--- src/rtl/wfq_tag_sorter_if.sv ---
// wfq_tag_sorter_if: tag insert / dequeue bundle for the WFQ tag sorter.
//   ins_valid, ins_ftime, ins_flow_id : tag from the finish-time stage
//   deq_req                           : dequeue request from the link side
//   deq_valid, deq_ftime, deq_flow_id : winning (smallest finish time) tag
//   depart                            : departure pulse back to weight/VT stages
//   busy, full, empty, count, drop    : sorter status
// master = producer/consumer side, slave = wfq_tag_sorter.
interface wfq_tag_sorter_if #(
    parameter int N     = 16,
    parameter int IDX_W = 3
);
    logic             ins_valid;
    logic [N-1:0]     ins_ftime;
    logic [N-4:0]     ins_flow_id;
    logic             deq_req;
    logic             deq_valid;
    logic [N-1:0]     deq_ftime;
    logic [N-4:0]     deq_flow_id;
    logic             depart;
    logic             busy;
    logic             full;
    logic             empty;
    logic [IDX_W:0]   count;
    logic             drop;

    modport master (
        output ins_valid, ins_ftime, ins_flow_id, deq_req,
        input  deq_valid, deq_ftime, deq_flow_id, depart,
        input  busy, full, empty, count, drop
    );

    modport slave (
        input  ins_valid, ins_ftime, ins_flow_id, deq_req,
        output deq_valid, deq_ftime, deq_flow_id, depart,
        output busy, full, empty, count, drop
    );
endinterface

--- src/rtl/wfq_tag_sorter.sv ---
// wfq_tag_sorter: holds up to DEPTH (finish time, flow id) tags and, on a
// dequeue request, sequentially scans all slots (one per cycle) for the tag
// with the smallest finish time, emits it with a depart pulse and frees it.
// Ports:
//   clk  : rising-edge clock
//   rst  : asynchronous active-low reset
//   bus  : wfq_tag_sorter_if.slave (insert, dequeue and status signals)
// Optional build macro WFQ_TAG_WRAP_EN: finish times compared as serial
// numbers (MSB of a-b) so wrapped values order correctly; otherwise a plain
// unsigned compare is used.
module wfq_tag_sorter #(
    parameter int N     = 16,
    parameter int DEPTH = 8,
    parameter int IDX_W = 3
) (
    input  logic            clk,
    input  logic            rst,
    wfq_tag_sorter_if.slave bus
);
    typedef enum logic [1:0] {IDLE, SCAN, OUT} state_t;

    localparam logic [IDX_W:0]   CNT_ONE  = (IDX_W+1)'(1);
    localparam logic [IDX_W:0]   CNT_FULL = (IDX_W+1)'(DEPTH);
    localparam logic [IDX_W-1:0] IDX_ONE  = IDX_W'(1);
    localparam logic [IDX_W-1:0] IDX_LAST = IDX_W'(DEPTH - 1);

    state_t           state;
    logic [DEPTH-1:0] valid;
    logic [N-1:0]     slot_ftime [DEPTH];
    logic [N-4:0]     slot_flow  [DEPTH];

    logic [IDX_W-1:0] scan_idx;
    logic [IDX_W-1:0] best_idx;
    logic             have_best;
    logic [IDX_W-1:0] free_idx;
    logic             free_found;
    logic             ins_acc;
    logic             deq_clr;

    logic [IDX_W:0]   count_q;
    logic [IDX_W:0]   count_nxt;
    logic             full_q;
    logic             empty_q;
    logic             busy_q;
    logic             deq_valid_q;
    logic             drop_q;
    logic [N-1:0]     deq_ftime_q;
    logic [N-4:0]     deq_flow_q;

    function automatic logic precedes(input logic [N-1:0] a, input logic [N-1:0] b);
`ifdef WFQ_TAG_WRAP_EN
        logic [N-1:0] diff;
        diff = a - b;
        return diff[N-1];
`else
        return a < b;
`endif
    endfunction

    // Free slot is taken from the valid vector before this edge's winner is
    // cleared, so an insert in the OUT cycle never lands on the winner.
    always_comb begin
        free_found = 1'b0;
        free_idx   = '0;
        for (int unsigned i = 0; i < DEPTH; i++) begin
            if (!valid[i] && !free_found) begin
                free_found = 1'b1;
                free_idx   = IDX_W'(i);
            end
        end
    end

    assign ins_acc = bus.ins_valid && free_found;
    assign deq_clr = (state == OUT);

    always_comb begin
        count_nxt = count_q;
        if (ins_acc && !deq_clr) begin
            count_nxt = count_q + CNT_ONE;
        end else if (!ins_acc && deq_clr) begin
            count_nxt = count_q - CNT_ONE;
        end
    end

    always_ff @(posedge clk) begin
        if (ins_acc) begin
            slot_ftime[free_idx] <= bus.ins_ftime;
            slot_flow[free_idx]  <= bus.ins_flow_id;
        end
    end

    always_ff @(posedge clk or negedge rst) begin
        if (!rst) begin
            state       <= IDLE;
            valid       <= '0;
            scan_idx    <= '0;
            best_idx    <= '0;
            have_best   <= 1'b0;
            count_q     <= '0;
            full_q      <= 1'b0;
            empty_q     <= 1'b1;
            busy_q      <= 1'b0;
            deq_valid_q <= 1'b0;
            drop_q      <= 1'b0;
            deq_ftime_q <= '0;
            deq_flow_q  <= '0;
        end else begin
            deq_valid_q <= 1'b0;
            drop_q      <= bus.ins_valid && !free_found;
            count_q     <= count_nxt;
            full_q      <= (count_nxt == CNT_FULL);
            empty_q     <= (count_nxt == '0);
            if (ins_acc) begin
                valid[free_idx] <= 1'b1;
            end
            case (state)
                IDLE: begin
                    if (bus.deq_req && !empty_q) begin
                        have_best <= 1'b0;
                        scan_idx  <= '0;
                        busy_q    <= 1'b1;
                        state     <= SCAN;
                    end
                end
                SCAN: begin
                    if (valid[scan_idx] &&
                        (!have_best || precedes(slot_ftime[scan_idx], slot_ftime[best_idx]))) begin
                        have_best <= 1'b1;
                        best_idx  <= scan_idx;
                    end
                    if (scan_idx == IDX_LAST) begin
                        state <= OUT;
                    end else begin
                        scan_idx <= scan_idx + IDX_ONE;
                    end
                end
                OUT: begin
                    // Only this block clears slots, so the candidate is still valid here.
                    deq_ftime_q     <= slot_ftime[best_idx];
                    deq_flow_q      <= slot_flow[best_idx];
                    deq_valid_q     <= 1'b1;
                    valid[best_idx] <= 1'b0;
                    busy_q          <= 1'b0;
                    state           <= IDLE;
                end
                default: state <= IDLE;
            endcase
        end
    end

    assign bus.deq_valid   = deq_valid_q;
    assign bus.depart      = deq_valid_q;
    assign bus.deq_ftime   = deq_ftime_q;
    assign bus.deq_flow_id = deq_flow_q;
    assign bus.busy        = busy_q;
    assign bus.full        = full_q;
    assign bus.empty       = empty_q;
    assign bus.count       = count_q;
    assign bus.drop        = drop_q;
endmodule

--- src/flat_wrapper.sv ---
// flat-port wrapper written by rule: the top's interface ports become plain ports
module wfq_tag_sorter_flat 
#(
    parameter int N     = 16,
    parameter int DEPTH = 8,
    parameter int IDX_W = 3
)
  (clk, rst, bus_ins_valid, bus_ins_ftime, bus_ins_flow_id, bus_deq_req, bus_deq_valid, bus_deq_ftime, bus_deq_flow_id, bus_depart, bus_busy, bus_full, bus_empty, bus_count, bus_drop);
  wfq_tag_sorter_if #(.N(N), .IDX_W(IDX_W)) bus_i ();
  input  logic clk;
  input  logic rst;
  input wire logic [$bits(bus_i.ins_valid)-1:0] bus_ins_valid;
  input wire logic [$bits(bus_i.ins_ftime)-1:0] bus_ins_ftime;
  input wire logic [$bits(bus_i.ins_flow_id)-1:0] bus_ins_flow_id;
  input wire logic [$bits(bus_i.deq_req)-1:0] bus_deq_req;
  output wire logic [$bits(bus_i.deq_valid)-1:0] bus_deq_valid;
  output wire logic [$bits(bus_i.deq_ftime)-1:0] bus_deq_ftime;
  output wire logic [$bits(bus_i.deq_flow_id)-1:0] bus_deq_flow_id;
  output wire logic [$bits(bus_i.depart)-1:0] bus_depart;
  output wire logic [$bits(bus_i.busy)-1:0] bus_busy;
  output wire logic [$bits(bus_i.full)-1:0] bus_full;
  output wire logic [$bits(bus_i.empty)-1:0] bus_empty;
  output wire logic [$bits(bus_i.count)-1:0] bus_count;
  output wire logic [$bits(bus_i.drop)-1:0] bus_drop;
  assign bus_i.ins_valid = bus_ins_valid;
  assign bus_i.ins_ftime = bus_ins_ftime;
  assign bus_i.ins_flow_id = bus_ins_flow_id;
  assign bus_i.deq_req = bus_deq_req;
  assign bus_deq_valid = bus_i.deq_valid;
  assign bus_deq_ftime = bus_i.deq_ftime;
  assign bus_deq_flow_id = bus_i.deq_flow_id;
  assign bus_depart = bus_i.depart;
  assign bus_busy = bus_i.busy;
  assign bus_full = bus_i.full;
  assign bus_empty = bus_i.empty;
  assign bus_count = bus_i.count;
  assign bus_drop = bus_i.drop;
  wfq_tag_sorter #(.N(N), .DEPTH(DEPTH), .IDX_W(IDX_W)) u_core (.clk(clk), .rst(rst), .bus(bus_i));
endmodule
--- config.mk ---
export PLATFORM = sky130hd
export DESIGN_NAME = wfq_tag_sorter_flat
export DESIGN_NICKNAME = d
export VERILOG_FILES = /design/src/rtl/wfq_tag_sorter_if.sv /design/src/rtl/wfq_tag_sorter.sv /design/src/flat_wrapper.sv
export SDC_FILE = /design/constraint.sdc
export NUM_CORES = 1
export LEC_CHECK = 0
export BUFFER_PORTS_ARGS = -buffer_cell sky130_fd_sc_hd__buf_2
export CORE_AREA = 2 2 185 232
export DETAILED_ROUTE_END_ITERATION = 16
export DIE_AREA = 0 0 187 234
export SYNTH_ARGS = -nofsm -noshare
export SYNTH_HDL_FRONTEND = slang
export SYNTH_SLANG_ARGS = --single-unit
--- constraint.sdc ---
create_clock -name clk -period 3.48 [get_ports clk]
set_clock_uncertainty 0.05 [all_clocks]
set_input_delay 0.522 -clock clk [delete_from_list [all_inputs] [get_ports clk]]
set_output_delay 0.522 -clock clk [all_outputs]
set_load 0.02 [all_outputs]
; Yosys cells after proc, flatten, opt, wreduce, memory -nomap -nowiden
; Memory sizes are Yosys's and may differ from the RTL's. A register that Yosys moved wholly into a read port is not among the register bits.
; Index checks and enable logic that the tools add are counted.
[word_totals]
mem_count = 2
wordCells = 117
output_inout_bits = 39
register_bits = 42
ram_bits = 232
[mem_list]
columns = name, depth, word_bits, rd, rd_clocked_by_memory_dff, wr, line_no
row1 = u_core.slot_ftime, 8, 16, 2, 0, 1, wfq_tag_sorter.sv:29  ; logic [N-1:0] slot_ftime [DEPTH];
row2 = u_core.slot_flow, 8, 13, 1, 1, 1, wfq_tag_sorter.sv:30  ; logic [N-4:0] slot_flow [DEPTH];
[classes]
n_bitwise = 3
n_reduce_logical = 44
muxes = 39
n_lt_le_gt_ge = 6
n_eq_ne = 8
addsub = 3
[op_table]
columns = cell, n
row1 = 3-bit 2-to-1 mux, 8
row2 = 1-bit logical NOT, 19
row3 = 1-bit 2-to-1 mux, 18
row4 = 16-bit < comparator, 1
row5 = 8-bit 2-to-1 mux, 2
row6 = 1-bit logical AND, 15
row7 = "3-bit by 4-bit < comparator with 1-bit output, second input constant", 3
row8 = 8-bit bitwise AND, 1
row9 = 4-bit 2-to-1 mux, 2
row10 = 8-bit inverter, 1
row11 = 8-bit OR, 1
row12 = 1-bit demux with 3-bit select, 2
row13 = "3-bit by 1-bit greater-or-equal comparator with 1-bit output, second input constant", 2
row14 = "2-bit by 1-bit inequality test with 1-bit output, second input constant", 3
row15 = 3-bit one-hot mux with 2 select lines, 1
row16 = 2-bit AND reduction, 3
row17 = 3-bit AND reduction, 2
row18 = "4-bit by 1-bit adder with 4-bit output, second input constant", 1
row19 = "4-bit equality test, second input constant", 1
row20 = 4-bit logical NOT, 1
row21 = 2-bit 2-to-1 mux, 2
row22 = 1-bit one-hot mux with 2 select lines, 2
row23 = 2-bit one-hot mux with 2 select lines, 1
row24 = 2-bit nonzero test, 2
row25 = other kinds (9), 9

; Logic depth before layout (Yosys ltp)
; Gate-level depths: netlist of the first run.
[logic_depth]
word_depth = 29
mapped_depth = 12
mapped_depth_nobuf = 9

; Worst setup path before layout of the first run
; No wires, ideal clock.
[synth_path]
kind = flip-flop to flip-flop
from = register u_core.scan_idx[0]
to = register u_core.best_idx[0]
arrival_time_ns = 2.873
n_path_buf = 2
stages_incl_launch_ff = 12
synth_period_minus_slack_ns = 3.048
setup_slack_ns = 0.432
path_cell_list = dfrtp_1 > buf_4 > buf_2 > mux4_2 > mux2_2 > ha_1 > a21oi_1 > a31oi_1 > o31ai_1 > nand2_1 > o21ai_2 > mux2_2
[synth_via]
elab_chain_cells = 5
elab_cells_between_ends = 7
cone_classes = 1 x order compare / 2 x mux / 3 x reduce/logical / 1 x memory
[synth_rtl]
columns = element, line_no
row1 = "start, declared", wfq_tag_sorter.sv:32  ; logic [IDX_W-1:0] scan_idx;
row2 = "start signal, assigned", wfq_tag_sorter.sv:134  ; scan_idx <= scan_idx + IDX_ONE;
row3 = memory 8 x 16 bit, n/a
row4 = 16-bit < comparator, wfq_tag_sorter.sv:56  ; return a < b;
row5 = 1-bit logical OR, wfq_tag_sorter.sv:127  ; (!have_best || precedes(slot_ftime[scan_idx], slot_ftime[best_idx]))) begin
row6 = 1-bit logical AND, wfq_tag_sorter.sv:126  ; if (valid[scan_idx] &&
row7 = 2-bit AND reduction (no source line), n/a
row8 = "end signal, assigned", wfq_tag_sorter.sv:129  ; best_idx <= scan_idx;
row9 = "end, declared", wfq_tag_sorter.sv:33  ; logic [IDX_W-1:0] best_idx;
; Parallel ways exist; a longest one is shown, timed or not. The select of a mux whose other input is x is not followed.
; A chain may end at the register's enable or synchronous reset.

; Final worst setup path of the first run
[layout_path]
from = register u_core.best_idx[2]
to = register u_core.best_idx[2]
[layout_via]
elab_chain_cells = 5
[layout_rtl]
columns = element, line_no
row1 = memory 8 x 16 bit, n/a
row2 = 16-bit < comparator, wfq_tag_sorter.sv:56
row3 = 1-bit logical OR, wfq_tag_sorter.sv:127
row4 = 1-bit logical AND, wfq_tag_sorter.sv:126
row5 = 2-bit AND reduction (no source line), n/a
; No other way between the ends.

==> results_dict.tcl, run 1 <==
set metrics [dict create \
    powerDensity_nw_per_um2 912.3 \
    drc 0 \
    fin_area_um2 14620 \
    fin_crit_sh_pct 92.27 \
    syn_area_per_cell_um2 18.51 \
    antenna_cells 0 \
    cts_buffers 31 \
    synth_top_family_by_area "multiplexers" \
    cts_resized 0 \
    drt-pass1-iter-count 5 \
    ioPinCount 72 \
    finalPower_mw 13.33 \
    ys_seq_elements 287 \
    area.growth.synth_to_final_pct 18.93 \
    p_sw_share_pct 32.99 \
    die_h_um 234 \
    portBuffers 71 \
    via_count 6530 \
    place_area_um2 13530 \
    globalRouteMet3Util_pct 1.975 \
    die-width_um 187 \
    yosys-top-cells-area "edfxtp_1 57%, mux4_2 16%, dfrtp_1 11%, mux2i_1 2.4%, ha_1 1.9%" \
    use_met2_pct 23.55 \
    ctsHoldBuffers 0 \
    dieArea_um2 43760 \
    crit_path_end_kind "flip-flop" \
    synth-simple-area-share_pct 3.869 \
    synth-compound-area-share_pct 3.492 \
    synth_top_area_share_pct 56.69 \
    setup_viol 0 \
    grt_pass1_wl_um 42850 \
    viasPerCell 4.851 \
    synth_area_um2 12290 \
    drv_slew 0 \
    grt_pass1_vias 6988 \
    grtUsageTotal_pct 12.89 \
    critPathBufInv 0 \
    max_stage_delay_ps 880 \
    synthesis.nets 716 \
    p_switching_mw 4.399 \
    p_leak_nw 5.078 \
    ys.flop_type "edfxtp_1" \
    yosys.area.top_type "edfxtp_1" \
    cp.required_ps 3870 \
    place.gp.congestion 0.7670 \
    critPathLaunchType "flip-flop" \
    grt_busiest_layer "met2" \
    rsz0062_at_grt "false" \
    drtIter0Drc 519 \
    power.internal_mw 8.935 \
    clock_path_buffers 3 \
    fin_nets 814 \
    path_class "flip-flop to flip-flop" \
    muxShareOfSynthArea_pct 20.90 \
    ys_async_sr_fraction_pct 19.16 \
    rows 84 \
    synthAdderAreaFrac_pct 1.934 \
    htree_levels 1 \
    setup-tns-final_ps 0 \
    grt_start_max_net_pins 43 \
    worstPathArrival_ps 3600 \
    synth_xor_xnor_area_share_pct 0.2138 \
    synth_common_cells "232 x edfxtp_1, 90 x mux4_2, 54 x dfrtp_1, 41 x nand2_1, 34 x o21ai_0" \
    post-dp-hpwl_um 16940 \
    synth-edff-count 232 \
    r2r_cells 9 \
    p_comb_share_pct 36.9 \
    worstMarginPinSlew_ps 968.4 \
    vdd_drop_max_mv 0.4682 \
    wl_per_cell_um 20.86 \
    sequentialPowerShare_pct 37.2 \
    slowest_stage "dfrtp_2" \
    routed_wl_um 28070 \
    cts_tree "built" \
    fin_util_pct 35.03 \
    fillerInstances 3957 \
    core_um2 41730 \
    start_util_pct 29.45 \
    worstSkewPairLatency_ps 570 \
    slew_headroom_pct 35.44 \
    post-cts-setup-buffer-count 0 \
    path_clk_slew_ps 60 \
    cap_violations 0 \
    ys_types 49 \
    crit_family "multiplexers" \
    gr-usage-met1_pct 15.91 \
    cts_sinks 287 \
    min_path_type "input pin to asynchronous set/reset pin" \
    grt_antenna_before_repair 3 \
    yosysMostFrequentCell "edfxtp_1" \
    fmax_mhz 311.4 \
    hold_violations 0 \
    yosysSeqAreaShare_pct 67.90 \
    drive_above_1_share_pct 35.58 \
    path_cells "mux4_2 > mux2i_1 > ha_1 > a211oi_1 > nor2_1 > nor3_1 > nand3_1 > o21ai_2 > mux2_2" \
    status "finished, final reports clean" \
    period_needed_ps 3211 \
    path_depth 9 \
    synth_cells 664 \
    ys_warn_count 0 \
    grt_overflow 0 \
    ant_nets 0 \
    cts_root_buffer "clkbuf_16" \
    worstPathMaxFanout 31 \
    clkPwrFrac_pct 26.0 \
]
-- sequential cells by signal, indices dropped and copies added, names as in the netlist --
signal                  count
u_core.bus.deq_ftime       16
u_core.scan_idx             3
u_core.have_best            1
u_core.bus.busy             1
u_core.bus.count            4
u_core.bus.drop             1
u_core.state                2
u_core.bus.empty            1
u_core.valid                8
u_core.slot_flow          104
u_core.bus.depart           1
u_core.best_idx             3
u_core.bus.full             1
u_core.bus.deq_flow_id     13
u_core.slot_ftime         128
-- stage by stage --
step,hold WS (ps),setup WS [ps],instances
floorplan,176.4,432.3,664
global placement,410.9,315.7,1288
finish,64.32,269.0,1346
detailed placement,418.9,238.4,1288
CTS,90.97,235.3,1346
global route,136.5,65.36,1346
-- worst reg2reg max path, stage by stage (launching register included) --
cell,delay [ps]
dfrtp_2,880
mux4_2,420
mux2i_1,230
ha_1,300
a211oi_1,210
nor2_1,70
nor3_1,210
nand3_1,130
o21ai_2,240
mux2_2,350
-- cell usage in the layout, fill, tap and decap left out, types with 5 or more instances in the layout --
cell / instances
o21ai_0: 34
clkinv_2: 9
inv_1: 7
nor2_4: 8
mux4_2: 90
nor2b_1: 5
mux2i_1: 29
buf_4: 26
nand2_1: 41
nor2_1: 14
clkbuf_16: 31
ha_1: 19
nand4_1: 5
a21oi_1: 8
dfrtp_1: 50
edfxtp_1: 232
mux2_2: 20
buf_12: 5
buf_2: 71
bufinv_16: 6
nand3_1: 8
-- power groups by stage --
| stage | combinational (mW) | sequential (mW) | clock [mW] |
|---|---|---|---|
| final | 4.92 | 4.96 | 3.46 |
| after global routing | 5.38 | 5.04 | 3.66 |
| after CTS | 5.02 | 4.97 | 3.53 |
| after detailed placement | 5.00 | 5.03 | 0 |
| after global placement | 4.94 | 5.01 | 0 |
| after floorplan | 3.39 | 5.00 | 0 |
-- layer usage --
| metal | vias to the layer above | wire length, µm |
|---|---|---|
| li1 | 2906 | - |
| met1 | 3400 | 11710 |
| met2 | 173 | 14560 |
| met3 | 47 | 1048 |
| met4 | 4 | 724 |
| met5 | - | 27 |
-- worst paths after layout --
check	from	to	slack, ps
setup / recovery	u_core.best_idx[2]$_DFFE_PN0P_	u_core.best_idx[2]$_DFFE_PN0P_	270
hold / removal	rst	u_core.bus.deq_ftime[1]$_DFFE_PN0P_	60
setup reg to reg	u_core.best_idx[2]$_DFFE_PN0P_	u_core.best_idx[2]$_DFFE_PN0P_	270
hold reg to reg	u_core.bus.deq_ftime[12]$_DFFE_PN0P_	u_core.bus.deq_ftime[12]$_DFFE_PN0P_	430
max in group asynchronous	rst	u_core.bus.deq_flow_id[11]$_DFFE_PN0P_	2520
min in group clk	bus_ins_flow_id[2]	u_core.slot_flow[2][2]$_DFFE_PP_	170
-- logic make-up after synthesis --
| logic type | count (synthesis) |
|---|---|
| compound gates | 68 |
| xor+xnor | 3 |
| fa+ha+maj | 19 |
| buf+inv | 45 |
| flops | 287 |
| mux | 140 |
| simple gates | 102 |
-- layout make-up --
class                      instances  area (µm²)  area share (%)
timing repair buffer             102       650.6           4.452
tap                              559       699.4           4.786
clock inverter                    22       281.5           1.926
inverter                           8       30.03          0.2055
clock buffer                      36       804.5           5.505
multi-input combinational        332        3800           26.00
sequential                       287        8349           57.13
Power figures use the tool's default switching activity.
==> inputs of run 2 (changes only) <==
- CAP_MARGIN: default -> 20
- CELL_PAD_IN_SITES_DETAIL_PLACEMENT: default -> 0
- CELL_PAD_IN_SITES_GLOBAL_PLACEMENT: default -> 1
- PLACE_DENSITY_LB_ADDON: default -> 0.1
==> run 2 against run 1 <==
Net effect:
- highest routed layer unchanged
- die area stayed put
- cell count is 0.97% higher
- combinational power is 5.1% higher
- sequential share of layout area is 0.70 points lower
- maximum frequency is 2.2% lower
- hold slack worse by 1.4 ps
- critical endpoint is now u_core.best_idx[1]$_DFFE_PN0P_
- largest power group is now combinational cells
- setup slack worse by 74 ps
- global-route usage is 1.7 points higher
- final area is 1.2% higher
==> results_dict.tcl, run 2 (synthesized netlist as in run 1, its figures left out) <==
set metrics [dict create \
    viasPerCell 4.876 \
    cts_tree "built" \
    cts_sinks 287 \
    post-dp-hpwl_um 19160 \
    finalPower_mw 13.73 \
    post-cts-setup-buffer-count 0 \
    rsz0062_at_grt "false" \
    critPathLaunchType "flip-flop" \
    status "finished, final reports clean" \
    worstMarginPinSlew_ps 825.9 \
    largest_reg_flops 128 \
    fillerInstances 3938 \
    drtIter0Drc 357 \
    grt_antenna_before_repair 2 \
    fin_util_pct 35.47 \
    core_um2 41730 \
    final_cell_mix "232 x edfxtp_1, 90 x mux4_2, 71 x buf_2, 50 x dfrtp_1, 41 x nand2_1" \
    period_needed_ps 3285 \
    p_switching_mw 4.588 \
    fmax_mhz 304.4 \
    cap_violations 0 \
    grt_pass1_wl_um 47060 \
    min_path_type "input pin to asynchronous set/reset pin" \
    top_register "u_core.slot_ftime" \
    place.gp.congestion 0.7133 \
    p_sw_share_pct 33.41 \
    die_h_um 234 \
    wl_met3_um 1387 \
    cp.required_ps 3820 \
    grtUsageTotal_pct 14.56 \
    powerDensity_nw_per_um2 928.0 \
    slew_headroom_pct 44.94 \
    grt_overflow 0 \
    top_layer_used "met5" \
    drt-pass1-iter-count 4 \
    cts_root_buffer "clkbuf_16" \
    wl_per_cell_um 22.93 \
    p_comb_share_pct 37.6 \
    dieArea_um2 43760 \
    hold_violations 0 \
    p_leak_nw 5.161 \
    stdcell_count 1359 \
    rows 84 \
    area.growth.synth_to_final_pct 20.41 \
    htree_levels 2 \
    via_count 6626 \
    drc 0 \
    path_clk_slew_ps 60 \
    worstPathArrival_ps 3630 \
    final_common_cell "edfxtp_1" \
    power.internal_mw 9.145 \
    wl_met1_um 13260 \
    worstSkewPairLatency_ps 510 \
    clkPwrFrac_pct 26.5 \
    cts_resized 0 \
    portBuffers 71 \
    sequentialPowerShare_pct 35.8 \
    drive_above_1_share_pct 36.30 \
    clock_path_buffers 3 \
    crit_path_end_kind "flip-flop" \
    grt_pass1_vias 7272 \
    setup_viol 0 \
    worstPathMaxFanout 10 \
    grt_start_max_net_pins 40 \
    ctsHoldBuffers 0 \
    drv_slew 0 \
    start_util_pct 29.45 \
    dp.cells 1296 \
    routed_wl_um 31170 \
    place_area_um2 13640 \
    ant_nets 0 \
    fin_crit_sh_pct 94.39 \
    cts_buffers 34 \
    fin_nets 825 \
    path_class "flip-flop to flip-flop" \
    ioPinCount 72 \
    fin_area_um2 14800 \
    wl_met2_um 15960 \
    r2r_cells 10 \
    setup-tns-final_ps 0 \
    die-width_um 187 \
    vdd_drop_max_mv 0.3429 \
]
## run 2: final timing paths
check,from,endpoint,slack [ps]
max in group asynchronous,rst,u_core.bus.empty$_DFF_PN1_,2580
min,rst,u_core.bus.deq_ftime[5]$_DFFE_PN0P_,60
max,u_core.best_idx[0]$_DFFE_PN0P_,u_core.best_idx[1]$_DFFE_PN0P_,200
min reg2reg,u_core.bus.deq_ftime[15]$_DFFE_PN0P_,u_core.bus.deq_ftime[15]$_DFFE_PN0P_,420
min in group clk,bus_ins_valid,u_core.bus.drop$_DFF_PN0_,230
max reg2reg,u_core.best_idx[0]$_DFFE_PN0P_,u_core.best_idx[1]$_DFFE_PN0P_,200
## run 2: power groups by stage
| stage | combinational (mW) | sequential (mW) | clock, mW |
|---|---|---|---|
| finish | 5.17 | 4.92 | 3.64 |
| global route | 5.66 | 5.01 | 3.89 |
| CTS | 5.35 | 4.94 | 3.76 |
| detailed placement | 5.33 | 5.00 | 0 |
| global placement | 5.30 | 4.96 | 0 |
| floorplan | 3.39 | 5.00 | 0 |
## run 2: worst max-delay path: stages, from the launching register on
cell and delay, ps:
dfrtp_2 560, buf_12 210, mux4_2 500, mux2i_1 310, ha_1 290, nand4_1 150
a21oi_1 60, nor3_1 290, nand3_1 140, o21ai_2 230, mux2_2 360
## run 2: per-layer routing
layer	GRT usage, %	vias to the layer above
li1	-	2917
met1	18.29	3513
met2	25.95	152
met3	2.634	42
met4	3.869	2
met5	0	-
## run 2: stage by stage
step / setup WS (ps) / hold slack [ps]
floorplan: 432.3 / 176.4
global placement: 212.0 / 410.3
detailed placement: 159.2 / 415.6
CTS: 149.8 / 83.09
global route: 2.871 / 113.7
finish: 195.4 / 62.92
## run 2: cell type report
class / count / area [µm²] / area share (%)
Antenna cell: 1 / 2.502 / 0.01691
Timing Repair Buffer: 110 / 760.7 / 5.141
Tap cell: 559 / 699.4 / 4.726
Multi-Input combinational cell: 332 / 3800 / 25.68
Sequential cell: 287 / 8349 / 56.42
Clock inverter: 16 / 166.4 / 1.125
Inverter: 8 / 30.03 / 0.2029
Clock buffer: 46 / 989.7 / 6.688
==> inputs of run 3 (changes only) <==
- CTS_BUF_LIST: default -> sky130_fd_sc_hd__clkbuf_2
==> run 3 against run 2 <==
Net effect:
- via count grew 6.1%
- total power decreased by 8.3%
- clock power down 33%
- critical path type unchanged
- critical endpoint unchanged
==> results_dict.tcl, run 3 (synthesized netlist as in run 1, its figures left out) <==
set metrics [dict create \
    cts_tree "built" \
    post-dp-hpwl_um 19160 \
    status "finished, final reports clean" \
    via_count 7030 \
    start_util_pct 29.45 \
    core_um2 41730 \
    p_leak_nw 5.299 \
    grt_pass1_wl_um 48000 \
    worstPathMaxFanout 11 \
    path_clk_slew_ps 110 \
    final_common_cell "edfxtp_1" \
    max_stage_delay_ps 540 \
    cap_violations 0 \
    period_needed_ps 3210 \
    worstPathArrival_ps 3980 \
    final_cell_mix "232 x edfxtp_1, 116 x clkbuf_2, 90 x mux4_2, 71 x buf_2, 50 x dfrtp_1" \
    worstSkewPairLatency_ps 970 \
    top_register "u_core.slot_ftime" \
    path_cells "buf_4 > mux4_2 > mux2_2 > ha_1 > a21oi_1 > a21oi_1 > nor3_1 > nand3_1 > o21ai_2 > mux2_2" \
    fin_area_um2 14710 \
    critPathLaunchType "flip-flop" \
    fmax_mhz 311.5 \
    drive_above_1_share_pct 40.04 \
    globalRouteMet3Util_pct 3.382 \
    worstMarginPinSlew_ps 816.8 \
    slowest_stage "mux4_2" \
    cts_sinks 287 \
    htree_levels 3 \
    grt_busiest_layer "met2" \
    place.gp.congestion 0.7133 \
    die_h_um 234 \
    use_met2_pct 25.81 \
    drt-pass1-iter-count 5 \
    clock_path_buffers 3 \
    ioPinCount 72 \
    fin_crit_sh_pct 92.24 \
    min_path_type "input pin to asynchronous set/reset pin" \
    fillerInstances 4017 \
    viasPerCell 4.782 \
    cp.required_ps 4250 \
    setup-tns-final_ps 0 \
    grtUsageTotal_pct 15.01 \
    path_class "flip-flop to flip-flop" \
    powerDensity_nw_per_um2 856.2 \
    die-width_um 187 \
    cts_root_buffer "clkbuf_2" \
    fin_nets 902 \
    grt_start_max_net_pins 40 \
    grt_antenna_before_repair 2 \
    slew_headroom_pct 45.55 \
    largest_reg_flops 128 \
    grt_overflow 0 \
    rsz0062_at_grt "false" \
    rows 84 \
    gr-usage-met1_pct 18.24 \
    dieArea_um2 43760 \
    wl_per_cell_um 21.50 \
    place_area_um2 13640 \
    setup_viol 0 \
    area.growth.synth_to_final_pct 19.66 \
    drtIter0Drc 377 \
    routed_wl_um 31600 \
    portBuffers 71 \
    grt_pass1_vias 7723 \
    cts_buffers 75 \
    drc 0 \
    ant_nets 0 \
    hold_violations 0 \
    drv_slew 0 \
    vdd_drop_max_mv 0.2847 \
    crit_path_end_kind "flip-flop" \
]
[run 3: cell types whose count changed in the layout (fill, tap and decap cells not counted), sizes merged, moves of 2 or more]
cell / delta
buf: +4
clkinv: +6
dlygate4sd3: +32
clkinvlp: -2
clkbuf: +70
[run 3: cell type report]
cell class,count,area (µm²),area share (%)
Clock inverter,20,130.1,0.8849
Multi-Input combinational cell,332,3800,25.84
Antenna cell,2,5.005,0.03403
Inverter,8,30.03,0.2042
Tap cell,559,699.4,4.756
Clock buffer,116,580.6,3.948
Sequential cell,287,8349,56.78
Timing Repair Buffer,146,1111,7.556
[run 3: what timing repair did]
action / in CTS / in global routing
resized for setup: 0 / 0
setup endpoints to repair: 0 / 2
hold endpoints to repair: 266 / 0
buffers inserted: 0 / 4
hold buffers: 32 / 0
[run 3: worst max-delay path, delay by kind of cell, from the launching register on]
family,cells,cell delay (ps)
muxes,3,1180
AOI/OAI and AO/OA,3,460
and+or+nand+nor,2,430
DFF,1,400
adders and majority gates,1,310
buffers and inverters,1,260
[run 3: worst paths after layout]
path / from / end / slack [ps] / cells after the start
max in group asynchronous: rst / u_core.bus.empty$_DFF_PN1_ / 2420 / 3
min: rst / u_core.bus.deq_ftime[5]$_DFFE_PN0P_ / 150 / 2
max: u_core.scan_idx[0]$_DFFE_PN0P_ / u_core.best_idx[1]$_DFFE_PN0P_ / 270 / 10
min reg2reg: u_core.bus.deq_ftime[3]$_DFFE_PN0P_ / u_core.bus.deq_ftime[3]$_DFFE_PN0P_ / 430 / 2
min in group clk: bus_ins_valid / u_core.bus.drop$_DFF_PN0_ / 320 / 4
max reg2reg: u_core.scan_idx[0]$_DFFE_PN0P_ / u_core.best_idx[1]$_DFFE_PN0P_ / 270 / 10
[run 3: through the flow]
stage	worst slack, ps	std cells	power [mW]	utilization (%)	hold slack [ps]
after floorplan	432.3	664	8.393	-	176.4
after global placement	212.0	1296	10.27	32.69	410.3
after detailed placement	159.2	1296	10.33	32.69	415.6
after CTS	144.1	1464	12.87	35.16	48.05
after global routing	59.36	1470	13.49	35.24	115.0
final	270.1	1470	12.59	35.24	149.5
[run 3: metal layers]
layer,wire length (µm),part of all wire [%]
met5,13,0.041
met2,16120,51
met1,13260,42
met4,656,2.1
met3,1552,4.9
[run 3: power breakdown]
group / total (mW) / switching [mW] / internal [mW]
Sequential: 4.90 / 0.380 / 4.52
Clock: 2.43 / 1.41 / 1.03
Combinational: 5.26 / 2.82 / 2.44
Total: 12.6 / 4.61 / 7.99
